### config.mk
export PLATFORM = sky130hd
export DESIGN_NAME = pulse_train_gen
export DESIGN_NICKNAME = d
export VERILOG_FILES = /design/src/rtl/pulse_train_pkg.sv /design/src/rtl/tick_prescaler.sv /design/src/rtl/pulse_train_gen.sv
export SDC_FILE = /design/constraint.sdc
export NUM_CORES = 1
export LEC_CHECK = 0
export CAP_MARGIN = 20
export CORE_MARGIN = 5
export CORE_UTILIZATION = 30
export CTS_BUF_LIST = sky130_fd_sc_hd__clkbuf_4
export CTS_CLUSTER_DIAMETER = 30
export DETAILED_ROUTE_END_ITERATION = 6
export DONT_BUFFER_PORTS = 1
export SLEW_MARGIN = 20
export SYNTH_ARGS = -nofsm -noshare
export SYNTH_HDL_FRONTEND = slang
export SYNTH_SLANG_ARGS = --single-unit
### constraint.sdc
create_clock -name clk -period 11.9 [get_ports clk]
set_input_delay 1.19 -clock clk [delete_from_list [all_inputs] [get_ports clk]]
set_output_delay 1.19 -clock clk [all_outputs]
set_load 0.03 [all_outputs]
### src/rtl/pulse_train_pkg.sv
// Shared types and constants for the pulse train generator.
// Timestamp width applies only when PULSE_TRAIN_TIMESTAMP_EN is defined.
package pulse_train_pkg;

  typedef enum logic [1:0] {
    IDLE = 2'd0,
    RUN  = 2'd1,
    DONE = 2'd2
  } ch_state_e;

  localparam int TS_W = 32;

endpackage

### src/rtl/tick_prescaler.sv
// Free-running prescaler: counts 0..max(div,1)-1 and emits a registered
// one-cycle tick while the counter sits at its last value.
module tick_prescaler #(
  parameter int DIV_W = 31
) (
  input  logic             clk,
  input  logic             reset_n,
  input  logic [DIV_W-1:0] div,
  output logic             tick
);

  localparam logic [DIV_W-1:0] DIV_ONE = {{(DIV_W-1){1'b0}}, 1'b1};

  logic [DIV_W-1:0] cnt_r;
  logic [DIV_W-1:0] cnt_nxt_s;
  logic [DIV_W-1:0] last_s;
  logic             tick_r;
  logic             tick_nxt_s;

  // Next counter value; a counter at or above the new last value wraps
  // immediately so a shrinking divisor never stalls the prescaler.
  always_comb begin
    last_s     = '0;
    cnt_nxt_s  = '0;
    tick_nxt_s = 1'b0;
    if (div == '0) begin
      last_s = '0;
    end else begin
      last_s = div - DIV_ONE;
    end
    if (cnt_r >= last_s) begin
      cnt_nxt_s = '0;
    end else begin
      cnt_nxt_s = cnt_r + DIV_ONE;
    end
    tick_nxt_s = (cnt_nxt_s == last_s);
  end

  // Counter and tick registers
  always_ff @(posedge clk) begin
    if (!reset_n) begin
      cnt_r  <= '0;
      tick_r <= 1'b0;
    end else begin
      cnt_r  <= cnt_nxt_s;
      tick_r <= tick_nxt_s;
    end
  end

  assign tick = tick_r;

endmodule

### src/rtl/pulse_train_gen.sv
// Multi-channel pulse train generator sharing one prescaler tick.
// Optional feature: define PULSE_TRAIN_TIMESTAMP_EN to add per-channel done timestamps (port ts).
module pulse_train_gen
  import pulse_train_pkg::*;
#(
  parameter int NCH   = 4,
  parameter int CNT_W = 16,
  parameter int DIV_W = 31
) (
  input  logic                 clk,
  input  logic                 reset_n,
  input  logic [DIV_W-1:0]     div,
  input  logic [NCH-1:0]       start,
  input  logic [NCH*CNT_W-1:0] count,
  output logic                 tick,
`ifdef PULSE_TRAIN_TIMESTAMP_EN
  output logic [NCH*TS_W-1:0]  ts,
`endif
  output logic [NCH-1:0]       pulse_out,
  output logic [NCH-1:0]       busy,
  output logic [NCH-1:0]       done
);

  localparam logic [CNT_W-1:0] CNT_ONE = {{(CNT_W-1){1'b0}}, 1'b1};

  logic tick_s;

  tick_prescaler #(
    .DIV_W (DIV_W)
  ) u_prescaler (
    .clk     (clk),
    .reset_n (reset_n),
    .div     (div),
    .tick    (tick_s)
  );

  assign tick = tick_s;

`ifdef PULSE_TRAIN_TIMESTAMP_EN
  logic [TS_W-1:0] ts_cnt_r;

  // Free-running cycle counter used as the timestamp base
  always_ff @(posedge clk) begin
    if (!reset_n) begin
      ts_cnt_r <= '0;
    end else begin
      ts_cnt_r <= ts_cnt_r + 32'd1;
    end
  end
`endif

  for (genvar i = 0; i < NCH; i++) begin : g_ch
    ch_state_e        state_r;
    ch_state_e        state_nxt_s;
    logic [CNT_W-1:0] rem_r;
    logic [CNT_W-1:0] rem_nxt_s;
    logic [CNT_W-1:0] count_s;
    logic             pulse_r;
    logic             pulse_nxt_s;
    logic             busy_r;
    logic             busy_nxt_s;
    logic             done_r;
    logic             done_nxt_s;

    assign count_s = count[i*CNT_W +: CNT_W];

    // Channel FSM: outputs are decoded from the next state and registered
    always_comb begin
      state_nxt_s = state_r;
      rem_nxt_s   = rem_r;
      pulse_nxt_s = pulse_r;
      busy_nxt_s  = 1'b0;
      done_nxt_s  = 1'b0;
      case (state_r)
        IDLE: begin
          pulse_nxt_s = 1'b0;
          if (start[i]) begin
            rem_nxt_s = count_s;
            if (count_s != '0) begin
              state_nxt_s = RUN;
              busy_nxt_s  = 1'b1;
            end else begin
              state_nxt_s = DONE;
              done_nxt_s  = 1'b1;
            end
          end else begin
            state_nxt_s = IDLE;
          end
        end
        RUN: begin
          busy_nxt_s = 1'b1;
          if (tick_s) begin
            if (!pulse_r) begin
              pulse_nxt_s = 1'b1;
            end else begin
              // falling edge completes one pulse
              pulse_nxt_s = 1'b0;
              rem_nxt_s   = rem_r - CNT_ONE;
              if (rem_r == CNT_ONE) begin
                state_nxt_s = DONE;
                busy_nxt_s  = 1'b0;
                done_nxt_s  = 1'b1;
              end else begin
                state_nxt_s = RUN;
              end
            end
          end else begin
            pulse_nxt_s = pulse_r;
          end
        end
        DONE: begin
          state_nxt_s = IDLE;
          pulse_nxt_s = 1'b0;
          rem_nxt_s   = '0;
        end
        default: begin
          state_nxt_s = IDLE;
          pulse_nxt_s = 1'b0;
          rem_nxt_s   = '0;
        end
      endcase
    end

    // Channel state and output registers
    always_ff @(posedge clk) begin
      if (!reset_n) begin
        state_r <= IDLE;
        rem_r   <= '0;
        pulse_r <= 1'b0;
        busy_r  <= 1'b0;
        done_r  <= 1'b0;
      end else begin
        state_r <= state_nxt_s;
        rem_r   <= rem_nxt_s;
        pulse_r <= pulse_nxt_s;
        busy_r  <= busy_nxt_s;
        done_r  <= done_nxt_s;
      end
    end

    assign pulse_out[i] = pulse_r;
    assign busy[i]      = busy_r;
    assign done[i]      = done_r;

`ifdef PULSE_TRAIN_TIMESTAMP_EN
    logic [TS_W-1:0] ts_r;

    // Capture lands together with done, holding the counter value of that cycle
    always_ff @(posedge clk) begin
      if (!reset_n) begin
        ts_r <= '0;
      end else if (done_nxt_s) begin
        ts_r <= ts_cnt_r + 32'd1;
      end else begin
        ts_r <= ts_r;
      end
    end

    assign ts[i*TS_W +: TS_W] = ts_r;
`endif
  end

endmodule

# Word-level counts from Yosys, hierarchy flattened
# Index checks and enable logic that the tools add are counted.
[word_totals] elab_cells=165 out_inout_bits=13 register_bits=116
[op_classes] eq_ne=21 n_reduce_logical=21 mux=94 add_sub_neg=6 order_cmp=1
[op_table] operator="$mux W16" count=12
[op_table] operator="$pmux W16 S2" count=4
[op_table] operator="$eq A16 B1 Y1 const B" count=4
[op_table] operator="$reduce_bool A16 Y1" count=4
[op_table] operator="$sub A16 B1 Y16 const B" count=4
[op_table] operator="$mux W31" count=2
[op_table] operator="$mux W1" count=44
[op_table] operator="$mux W2" count=20
[op_table] operator="$add A31 B1 Y31 const B" count=1
[op_table] operator="$eq A31 B31 Y1" count=1
[op_table] operator="$ge A31 B31 Y1" count=1
[op_table] operator="$logic_not A31 Y1" count=1
[op_table] operator="$sub A31 B1 Y31 const B" count=1
[op_table] operator="$ne A2 B2 Y1 const B" count=8
[op_table] operator="$pmux W1 S2" count=8
[op_table] operator="$pmux W2 S2" count=4
[op_table] operator="$reduce_and A2 Y1" count=8
[op_table] operator="$reduce_and A3 Y1" count=4
[op_table] operator="$eq A2 B1 Y1 const B" count=4
[op_table] operator="$logic_not A2 Y1" count=4
[op_table] operator="$ne A2 B1 Y1 const B" count=4

# Logic depth before layout (Yosys ltp)
# Gate-level depths: netlist (run 1).
[depth] depth_word=5 depth_mapped=21 ltp_nobuf=19

# By module
# Synthesis (run 1) repeated with hierarchy kept, for this count alone.
[unflattened] hier_cells=1177 area_unflattened_um2=9100.0
[modules_own_cells] module="pulse_train_gen" instances=1 cells_per_inst=698 area_each_um2=5549.1
[modules_own_cells] module="tick_prescaler" instances=1 cells_per_inst=479 area_each_um2=3550.9

# Worst setup path after synthesis (run 1)
# OpenSTA, ideal clock, no wires.
[synth_timing] path_type="input to register" start="input port div[15]" end="register u_prescaler.tick_r, in the netlist u_prescaler.tick" path_stages=18 setup_time_ps=60 t_arrival_ps=5714 path_slack_ps=6126 cell_sequence="or4_1 buf_2 nor4_4 nand3_1 or4_1 a21oi_1 inv_1 ha_1 nand4_1 nor3_1 a222oi_1 nand2_1 a21o_1 o21ba_2 or4b_1 a2111o_1 a2111oi_2 and3_1"
[synth_between] elab_chain_cells=5
[synth_lines] element="start, declared" line_no="pulse_train_gen.sv:12" rtl="input logic [DIV_W-1:0] div,"
[synth_lines] element="$sub A31 B1 Y31 / $logic_not A31 Y1 (equally long branches)" line_no="tick_prescaler.sv:29, tick_prescaler.sv:26"
[synth_lines] element="$mux W31 (*)" line_no="tick_prescaler.sv:26" rtl="if (div == '0) begin"
[synth_lines] element="$ge A31 B31 Y1" line_no="tick_prescaler.sv:31" rtl="if (cnt_r >= last_s) begin"
[synth_lines] element="$mux W31" line_no="tick_prescaler.sv:31"
[synth_lines] element="$eq A31 B31 Y1 (*)" line_no="tick_prescaler.sv:36" rtl="tick_nxt_s = (cnt_nxt_s == last_s);"
[synth_lines] element="end signal, assigned" line_no="tick_prescaler.sv:46" rtl="tick_r <= tick_nxt_s;"
[synth_lines] element="end, declared" line_no="tick_prescaler.sv:17" rtl="logic tick_r;"
# Every way passes the cells marked *; elsewhere a longest branch is shown, timed or not.
# A chain may end at the register's enable or synchronous reset.

# Worst setup path after layout (run 1)
# Same ends and word-level chain as after synthesis.

==> results of run 1 <==
## placed cells by master (no fill, tap or decap), types with 6 or more instances in the layout
cell type | netlist | layout
a21boi_0 | 13 | 13
a21oi_1 | 78 | 77
a22oi_1 | 23 | 23
a31oi_1 | 12 | 12
a32oi_1 | 6 | 6
and2_1 | 28 | 28
and3_1 | 26 | 26
buf_4 | 12 | 6
clkbuf_4 | 0 | 19
dfxtp_1 | 116 | 116
ha_1 | 41 | 41
inv_1 | 39 | 39
mux2_2 | 10 | 10
mux2i_1 | 9 | 9
nand2_1 | 121 | 121
nand2b_1 | 13 | 13
nand3_1 | 32 | 32
nand4_1 | 20 | 20
nor2_1 | 118 | 118
nor2b_1 | 34 | 34
nor3_1 | 59 | 57
nor3b_1 | 19 | 19
nor4_1 | 37 | 37
o21ai_0 | 79 | 79
o22ai_1 | 6 | 6
o31ai_1 | 8 | 8
or2_2 | 7 | 7
or3_1 | 10 | 10
or4_1 | 12 | 12
xnor2_1 | 45 | 45
xor2_1 | 30 | 30
## how the worst min path moves through the flow
| stage | slack [ps] | end |
|---|---|---|
| 6_report | 490 | g_ch[1].rem_r[11] |
| 5_1_grt | 520 | g_ch[1].rem_r[14] |
| 4_1_cts | 490 | g_ch[1].rem_r[11] |
| 3_5_place_dp | 470 | g_ch[1].rem_r[11] |
| 3_3_place_gp | 470 | g_ch[3].rem_r[14] |
| 2_1_floorplan | 450 | g_ch[1].rem_r[11] |
## area by class of cell
cell class	instances	area [µm²]	share of cell area (%)
Antenna cell	1	2.502	0.02676
Clock buffer	19	142.6	1.525
Clock inverter	12	186.4	1.994
Inverter	39	146.4	1.565
Multi-Input combinational cell	965	6026	64.44
Sequential cell	116	2322	24.83
Tap cell	384	480.5	5.138
Timing Repair Buffer	6	45.04	0.4817
## power by group through the flow
| stage | sequential [W] | combinational, W | clock [W] |
|---|---|---|---|
| floorplan | 0.000434 | 0.000182 | 0 |
| global placement | 0.000445 | 0.000208 | 0 |
| detailed placement | 0.000446 | 0.000210 | 0 |
| CTS | 0.000437 | 0.000211 | 0.000359 |
| global route | 0.000442 | 0.000242 | 0.000378 |
| finish | 0.000437 | 0.000213 | 0.000345 |
## flip-flops by register name (all words and copies together) (netlist names)
signal and flops:
u_prescaler.cnt_r 31, g_ch.done_r 4, u_prescaler.tick 1, g_ch.rem_r 64, g_ch.pulse_r 4, g_ch.state_r 8, g_ch.busy_r 4
## cells by family after synthesis
group           Yosys count  share of synthesized area [%]
flops                   116                          26.45
mux                      19                          2.309
fa+ha+maj                41                          5.844
buf+inv                 105                          5.145
simple gates            564                          33.89
xor+xnor                 75                          7.483
compound gates          266                          18.87
## per-layer routing
layer | wire length, µm | vias up | GRT usage, %
met4 | 351 | 0 | 3.873
met3 | 1860 | 25 | 3.841
met1 | 11730 | 3903 | 20.64
li1 | - | 4192 | -
met2 | 10870 | 272 | 22.46
met5 | 0 | - | 0
## worst reg2reg max path, stage by stage, from the launching register on
cell and delay, ps:
dfxtp_1 470, inv_1 90, ha_1 280, nor2b_1 40
o21ai_0 170, a21oi_1 120, o41ai_1 860, a21o_1 600
o21ai_0 190, a31oi_1 230, o32ai_1 140, a2111oi_2 320
and3_1 180
## stage by stage
step / total power (W) / setup WS, ps / hold slack [ps] / area (µm²) / util [%]
6_report: 0.0009953 / 5766 / 485.9 / 9351 / 32.49
5_1_grt: 0.001061 / 5369 / 523.1 / 9351 / 32.49
4_1_cts: 0.001007 / 5759 / 486.8 / 9341 / 32.46
3_5_place_dp: 0.0006556 / 5160 / 468.9 / 9012 / 31.31
3_3_place_gp: 0.0006531 / 5286 / 466.4 / 9012 / 31.31
2_1_floorplan: 0.0006162 / 6126 / 451.3 / 8778 / -
==> impl_metrics.ini, run 1 <==
[placement]
dp_hpwl_um = 18560
numPortBuffers = 0
routabilityCongestion = 0.9131
placedCellCount = 1510

[timing]
finalHoldViolCount = 0
relSlewSlack_pct = 33.82
rsz0062_at_grt = false
setup_viol = 0
fin_crit_ps = 6134
tightestPinTransition_ps = 990.3
max_freq_ghz = 0.1630
report.final.slew_viol_count = 0
post-route-period-util_pct = 51.55
setup_tns_ps = 0
skew_ps = 29.96

[synthesis]
synth-async-reset-ratio_pct = 0
ys.flop_type = dfxtp_1
yosys-top-cells-area = dfxtp_1, ha_1, nand2_1
syn-cell-area_um2 = 8778
syn_area_per_cell_um2 = 7.402
yosysSeqAreaShare_pct = 26.45
ys_warn_count = 0
synthTopCellsByCount = nand2_1, nor2_1, dfxtp_1, o21ai_0, a21oi_1
ys_seq_elements = 116
ys_types = 71
synth_top_area_share_pct = 26.45
synth_fp_nets = 1328
syn_inst = 1186
synth_most_common_cell = nand2_1
yosysTopAreaCell = dfxtp_1
synth_edf_count = 0

[grt]
overflow = 0
grt_max_degree = 83
grt_pass1_vias = 7734
grt_pass1_wl_um = 40520
antenna_found_initial = 1
grt_usage_pct = 14.71

[cts]
cts_setup_buffers = 0
cts_tree = built
cts.hold.buffers_added = 0
cts-buffers-inserted = 17
clk_latency_ps = 510
clockBufferDepth = 2
cts.repair.resized = 0
htreeDepth = 4
cts.sinks = 116
clkTransAtPathRegs_ps = 120
clock-root-buffer = clkbuf_4

[routing]
drc = 0
ant_nets = 0
first_pass_iters = 5
first_iter_violations = 653
viasPerCell = 5.442
drt-total-wl_um = 24810
via_count = 8392
routedWlPerCell_um = 16.09

[pwr]
p_int_w = 0.0006879
p_leak_nw = 3.507
sequentialPowerShare_pct = 44.0
switching_power_w = 0.0003074
irDropWorstVdd_mv = 0.05408
p_clk_share_pct = 34.7
swShare_pct = 30.89
combPwrFrac_pct = 21.4
cellPowerDensity_nw_per_um2 = 106.4

[critical_path]
critPathKind = in -> reg
path_cells = or4_1 -> nor4_4 -> nand3_1 -> nand2_1 -> ha_1 -> a21oi_1 -> o21ai_0 -> a21oi_1 -> o41ai_1 -> a21o_1 -> o21ai_0 -> a31oi_1 -> o32ai_1 -> a2111oi_2 -> and3_1
rr_worst_depth = 12
worstPathArrival_ps = 6600
r2r_start = u_prescaler.cnt_r[0]
startpoint = div[15]
cp_max_fo = 20
reg2reg_slack_ps = 8160
critical_path_depth = 15
crit_path_max_incr_delay_ps = 860
path_buf_inv = 0
endpoint_kind = flop
r2r_end = u_prescaler.tick
worstSetupStartpointType = input pin
crit_family = compound AO/OA/AOI/OAI gates
critPathCapture = u_prescaler.tick
cp_slowest_cell = o41ai_1
worstPathRequired_ps = 12370

[cells_and_area]
fillers = 3109
fin_nets = 1287
fin_cells = 1542
drive_above_1_share_pct = 5.791
syn_to_final_growth_pct = 6.528

[floorplan]
num_rows = 62
io_pins = 114
die_area_um2 = 32780
chipHeight_um = 181.1
core_um2 = 28780
start_util_pct = 30.50
die_x_um = 181.1

[worst_hold_path]
hold_path_depth = 2
hp-start = g_ch[1].rem_r[11]
hp-class = reg -> reg

[status]
status = completed

[run]
cap_violations = 0
Power figures use the tool's default switching activity.
==> run 2: changes to the inputs <==
clock period = 6.2 ns   (was 11.9 ns; I/O delays follow)
==> impl_metrics.ini, run 2 (same netlist as run 1, synthesis figures left out) <==
[grt]
grt_pass1_wl_um = 40910
grt_pass1_vias = 7858
overflow = 0
antenna_found_initial = 2
grt_usage_pct = 14.91
grt_max_degree = 83

[status]
status = completed

[floorplan]
die_area_um2 = 32780
chipHeight_um = 181.1
core_um2 = 28780
io_pins = 114
start_util_pct = 30.50
num_rows = 62
die_x_um = 181.1

[cells_and_area]
mostFrequentLayoutCell = nand2_1
largest_reg_flops = 64
fin_nets = 1293
fillers = 3094
largest_register = g_ch.rem_r
drive_above_1_share_pct = 6.701
postLayoutCoreUtil_pct = 32.52
reg_top3 = g_ch.rem_r (64), u_prescaler.cnt_r (31), g_ch.state_r (8)
syn_to_final_growth_pct = 6.628
layout_common_cells = nand2_1, nor2_1, dfxtp_1, o21ai_0, a21oi_1

[critical_path]
r2r_end = u_prescaler.tick
rr_worst_depth = 13
reg2reg_slack_ps = 2690
worstSetupStartpointType = input pin
critPathCapture = u_prescaler.tick
startpoint = div[7]
r2r_start = u_prescaler.cnt_r[0]
critPathKind = in -> reg
worstPathRequired_ps = 6690
cp_max_fo = 10
worstPathArrival_ps = 5500
endpoint_kind = flop

[placement]
pre_cts_slack_ps = 681.3
routabilityCongestion = 0.8784
numPortBuffers = 0
dp_hpwl_um = 18630

[pwr]
p_leak_nw = 3.526
irDropWorstVdd_mv = 0.1101
cellPowerDensity_nw_per_um2 = 199.0

[routing]
routedWlPerCell_um = 16.19
via_count = 8423
ant_nets = 0
viasPerCell = 5.438
drt-total-wl_um = 25070
first_iter_violations = 775
first_pass_iters = 5
drc = 0

[cts]
cts.repair.resized = 0
htreeDepth = 4
clkTransAtPathRegs_ps = 140
clk_latency_ps = 560
cts_tree = built
cts.sinks = 116
clockBufferDepth = 2
cts_setup_buffers = 0
cts-buffers-inserted = 17
cts.hold.buffers_added = 0
clock-root-buffer = clkbuf_4

[timing]
post-route-period-util_pct = 80.87
rsz0062_at_grt = false
setup_viol = 0
finalHoldViolCount = 0
setup_tns_ps = 0
fin_crit_ps = 5014
worst_slack_ps = 1186
skew_ps = 26.51
report.final.slew_viol_count = 0
tightestPinTransition_ps = 944.7
relSlewSlack_pct = 36.86
max_freq_ghz = 0.1995

[worst_hold_path]
hp-class = in -> reg

[run]
cap_violations = 0
run 2: changes by cell type in the layout (fill, tap and decap cells not counted), sizes merged:
cell and delta:
buf +6, inv +6, bufinv -3, clkbuf -2
run 2: where the power goes:
group	total, W	leakage [nW]	switching (W)	internal, W
clock network	0.000615	0.163	0.000364	0.000251
registers	0.000840	0.947	0.0000544	0.000786
logic	0.000407	2.42	0.000235	0.000173
total	0.00186	3.53	0.000653	0.00121
run 2: how the worst min path moves through the flow:
stage | startpoint | to | slack [ps] | cells past startpoint
after floorplan | g_ch[1].rem_r[11] | g_ch[1].rem_r[11] | 450 | 2
final | reset_n | g_ch[1].rem_r[2] | 180 | 1
after detailed placement | g_ch[2].rem_r[7] | g_ch[2].rem_r[7] | 470 | 2
after global routing | reset_n | g_ch[1].rem_r[2] | 120 | 1
after CTS | reset_n | g_ch[2].rem_r[5] | 130 | 1
after global placement | g_ch[1].rem_r[11] | g_ch[1].rem_r[11] | 470 | 2
run 2: stage by stage:
| stage | cells | power (W) | instance area, µm² | hold WS (ps) |
|---|---|---|---|---|
| after detailed placement | 1516 | 0.001259 | 9057 | 473.6 |
| final | 1549 | 0.001862 | 9360 | 183.4 |
| after global routing | 1549 | 0.001990 | 9360 | 120.5 |
| after global placement | 1516 | 0.001254 | 9057 | 466.5 |
| after floorplan | 1186 | 0.001183 | 8778 | 451.3 |
| after CTS | 1548 | 0.001894 | 9358 | 128.6 |
run 2: per-layer routing:
metal	vias to the layer above	GRT usage, %	wire length [µm]
met5	-	0	13
li1	4213	-	-
met4	2	3.843	337
met3	28	4.183	1856
met1	3916	20.38	11710
met2	264	23.27	11150
run 2: critical path: stages:
cell and delay (ps):
or4_1 680, nor4_4 360, nand3_1 230, or4_1 430
a21oi_1 260, inv_1 110, ha_1 310, nand4_1 170
nor3_1 90, a222oi_1 310, nand2_1 180, a21o_1 280
o21ba_2 240, or4b_1 510, a2111o_1 330, a2111oi_2 200
and3_1 190
run 2: layout make-up:
class	count	area [µm²]	share of cell area, %
multi-input combinational	965	6018	64.30
timing repair buffer	12	90.09	0.9624
sequential	116	2322	24.81
inverter	39	146.4	1.564
clock buffer	17	127.6	1.363
clock inverter	15	172.7	1.845
tap	384	480.5	5.133
antenna	1	2.502	0.02673
==> variant: new RTL, settings of run 1 <==
Register the output `tick`; this adds one clock of latency there. The other outputs are not delayed to match. Comments in the files are not updated.
--- a/src/rtl/pulse_train_gen.sv
+++ b/src/rtl/pulse_train_gen.sv
@@ -23,6 +23,8 @@
 
   localparam logic [CNT_W-1:0] CNT_ONE = {{(CNT_W-1){1'b0}}, 1'b1};
 
+  logic tick_d;
+
   logic tick_s;
 
   tick_prescaler #(
@@ -34,7 +36,7 @@
     .tick    (tick_s)
   );
 
-  assign tick = tick_s;
+  assign tick_d = tick_s;
 
 `ifdef PULSE_TRAIN_TIMESTAMP_EN
   logic [TS_W-1:0] ts_cnt_r;
@@ -160,5 +162,9 @@
 `endif
   end
 
+  always_ff @(posedge clk) begin
+    tick <= tick_d;
+  end
+
 endmodule
 
Behaviour: not the same (Yosys sat finds a counterexample within 4 cycles, from zero or initial values and one cycle with reset_n low).
==> variant against run 1 <==
Highest routed layer unchanged; synthesized area grew 0.23%; core utilization shrank 0.23 points; worst hold slack gained 0.0086 ns; wire length shrank 0.56%; setup slack lost 0.20 ns; maximum frequency shrank 3.2%; sequential cell count grew 1; total power shrank 5.1%; count of clock-buffer cells in the layout shrank 1; design area shrank 0.43%; combinational power is essentially flat.
==> variant: results (changes against run 1) <==
* Place WS at 5.154 ns (was 5.160 ns)
* CTS root buffer: clkbuf_4 (unchanged)
* Max VDD drop at 0.04518 mV (was 0.05408 mV)
* Sequential area share after synthesis at 0.2662 (was 0.2645)
* Worst-path clk slew at 0.14 ns (was 0.12 ns)
* CP delay by family, top: simple AND/OR/NAND/NOR gates (was compound AO/OA/AOI/OAI gates)
* Max-slew violations at 0 (unchanged)
* Total cell area at the placement stage at 0.009025 mm2 (was 0.009012 mm2)
* Syn Inst Count at 1187 (was 1186)
* Clk_lat worst skew at 0.53 ns (was 0.51 ns)
* FILL cells at 3121 (was 3109)
* Top FF cell, synth: dfxtp_1 (unchanged)
* Pin count of the biggest net entering global routing at 83 (unchanged)
* Clk_skew at 0.03474 ns (was 0.02996 ns)
* Met1 Wirelength at 11960 um (was 11730 um)
* Outcome: completed (unchanged)
* Via Count at 8289 (was 8392)
* Port buffer count at 0 (unchanged)
* Placed Cells incl. Taps at 1510 (unchanged)
* WL met3 at 1478 um (was 1860 um)
* # resized after CTS at 0 (unchanged)
* Crit-path max FO at 26 (was 20)
* Antenna Nets Post-Route at 0 (unchanged)
* Worst hold slack at 0.4945 ns (was 0.4859 ns)
* Vias in the first global route at 7749 (was 7734)
* GRT Util Overall at 0.1447 (was 0.1471)
* Worst path max stage delay at 0.82 ns (was 0.86 ns)
* Area contributors post-synth: dfxtp_1 27%, ha_1 5.8%, nand2_1 5.2%, nor2_1 5.0%, o21ai_0 4.5% (was dfxtp_1 26%, ha_1 5.8%, nand2_1 5.2%, nor2_1 5.0%, o21ai_0 4.5%)
* Max stage delay cell, worst path: a21oi_2 (was o41ai_1)
* Setup slack, reg-to-reg at 8.16 ns (about the same)
* Routed len/inst at 15.99 um (was 16.09 um)
* Clk buf depth at 2 (unchanged)
* Met2 wire length at 10970 um (was 10870 um)
* Asr flop ratio synth at 0 (unchanged)
* Post-synth top cells: 121 x nand2_1, 118 x nor2_1, 117 x dfxtp_1 (was 121 x nand2_1, 118 x nor2_1, 116 x dfxtp_1)
* Share of cells above drive strength 1 at 0.05872 (was 0.05791)
* Max-slew headroom at 0.2729 (was 0.3382)
* Drt pass-1 iters at 5 (unchanged)
* DP HPWL at 18200 um (was 18560 um)
* Syn nets at 1329 (was 1328)
* Final hold violation count at 0 (unchanged)
* Leakage power at 3.481 nW (was 3.507 nW)
* Synth warn at 0 (unchanged)
* Netlist cell types at 71 (unchanged)
* H-tree Lvls at 4 (unchanged)
* Drt initial violations at 760 (was 653)
* First-pass GRT wire length at 40180 um (was 40520 um)
* Crit path time final at 6.336 ns (was 6.134 ns)
* Arrival @ worst endpoint at 6.82 ns (was 6.60 ns)
* GPL Wtd Cong at 0.9306 (was 0.9131)
* Initial antenna violation count at 1 (unchanged)
* Post-Route WL at 24670 um (was 24810 um)
==> variant: kinds of logic after synthesis <==
family          share of synthesized area
compound gates                     0.1883
buf+inv                           0.05134
xor+xnor                          0.07466
flops                              0.2662
mux                               0.02304
fa+ha+maj                         0.05830
simple gates                       0.3382
==> variant: final cells by class <==
cell class	count	area [um2]	area share
well taps	384	480.5	0.05160
multi-input cells	965	6018	0.6463
repair buffers	6	52.55	0.005644
clock buffers	18	135.1	0.01451
flip-flops and latches	117	2342	0.2515
clock inverters	13	133.9	0.01438
diodes	1	2.502	0.0002687
inverters	39	146.4	0.01572
==> variant: layer usage <==
metal	vias up	GRT usage
met5	-	0
met4	0	0.03663
met3	15	0.02936
met2	235	0.2288
met1	3850	0.2019
li1	4189	-
==> variant: power by group <==
| part | total (mW) | switching (mW) | leakage, nW | internal [mW] |
|---|---|---|---|---|
| clock network | 0.290 | 0.165 | 0.137 | 0.125 |
| logic | 0.213 | 0.123 | 2.39 | 0.0904 |
| registers | 0.441 | 0.0283 | 0.955 | 0.413 |
==> variant: worst paths after layout <==
path	end	cells after the start	startpoint
setup / recovery	u_prescaler.tick$_SDFF_PN0_	15	div[15]
hold / removal	g_ch[1].rem_r[11]$_SDFFE_PN0P_	2	g_ch[1].rem_r[11]$_SDFFE_PN0P_
setup reg to reg	u_prescaler.tick$_SDFF_PN0_	12	u_prescaler.cnt_r[0]$_SDFF_PN0_
hold reg to reg	g_ch[1].rem_r[11]$_SDFFE_PN0P_	2	g_ch[1].rem_r[11]$_SDFFE_PN0P_
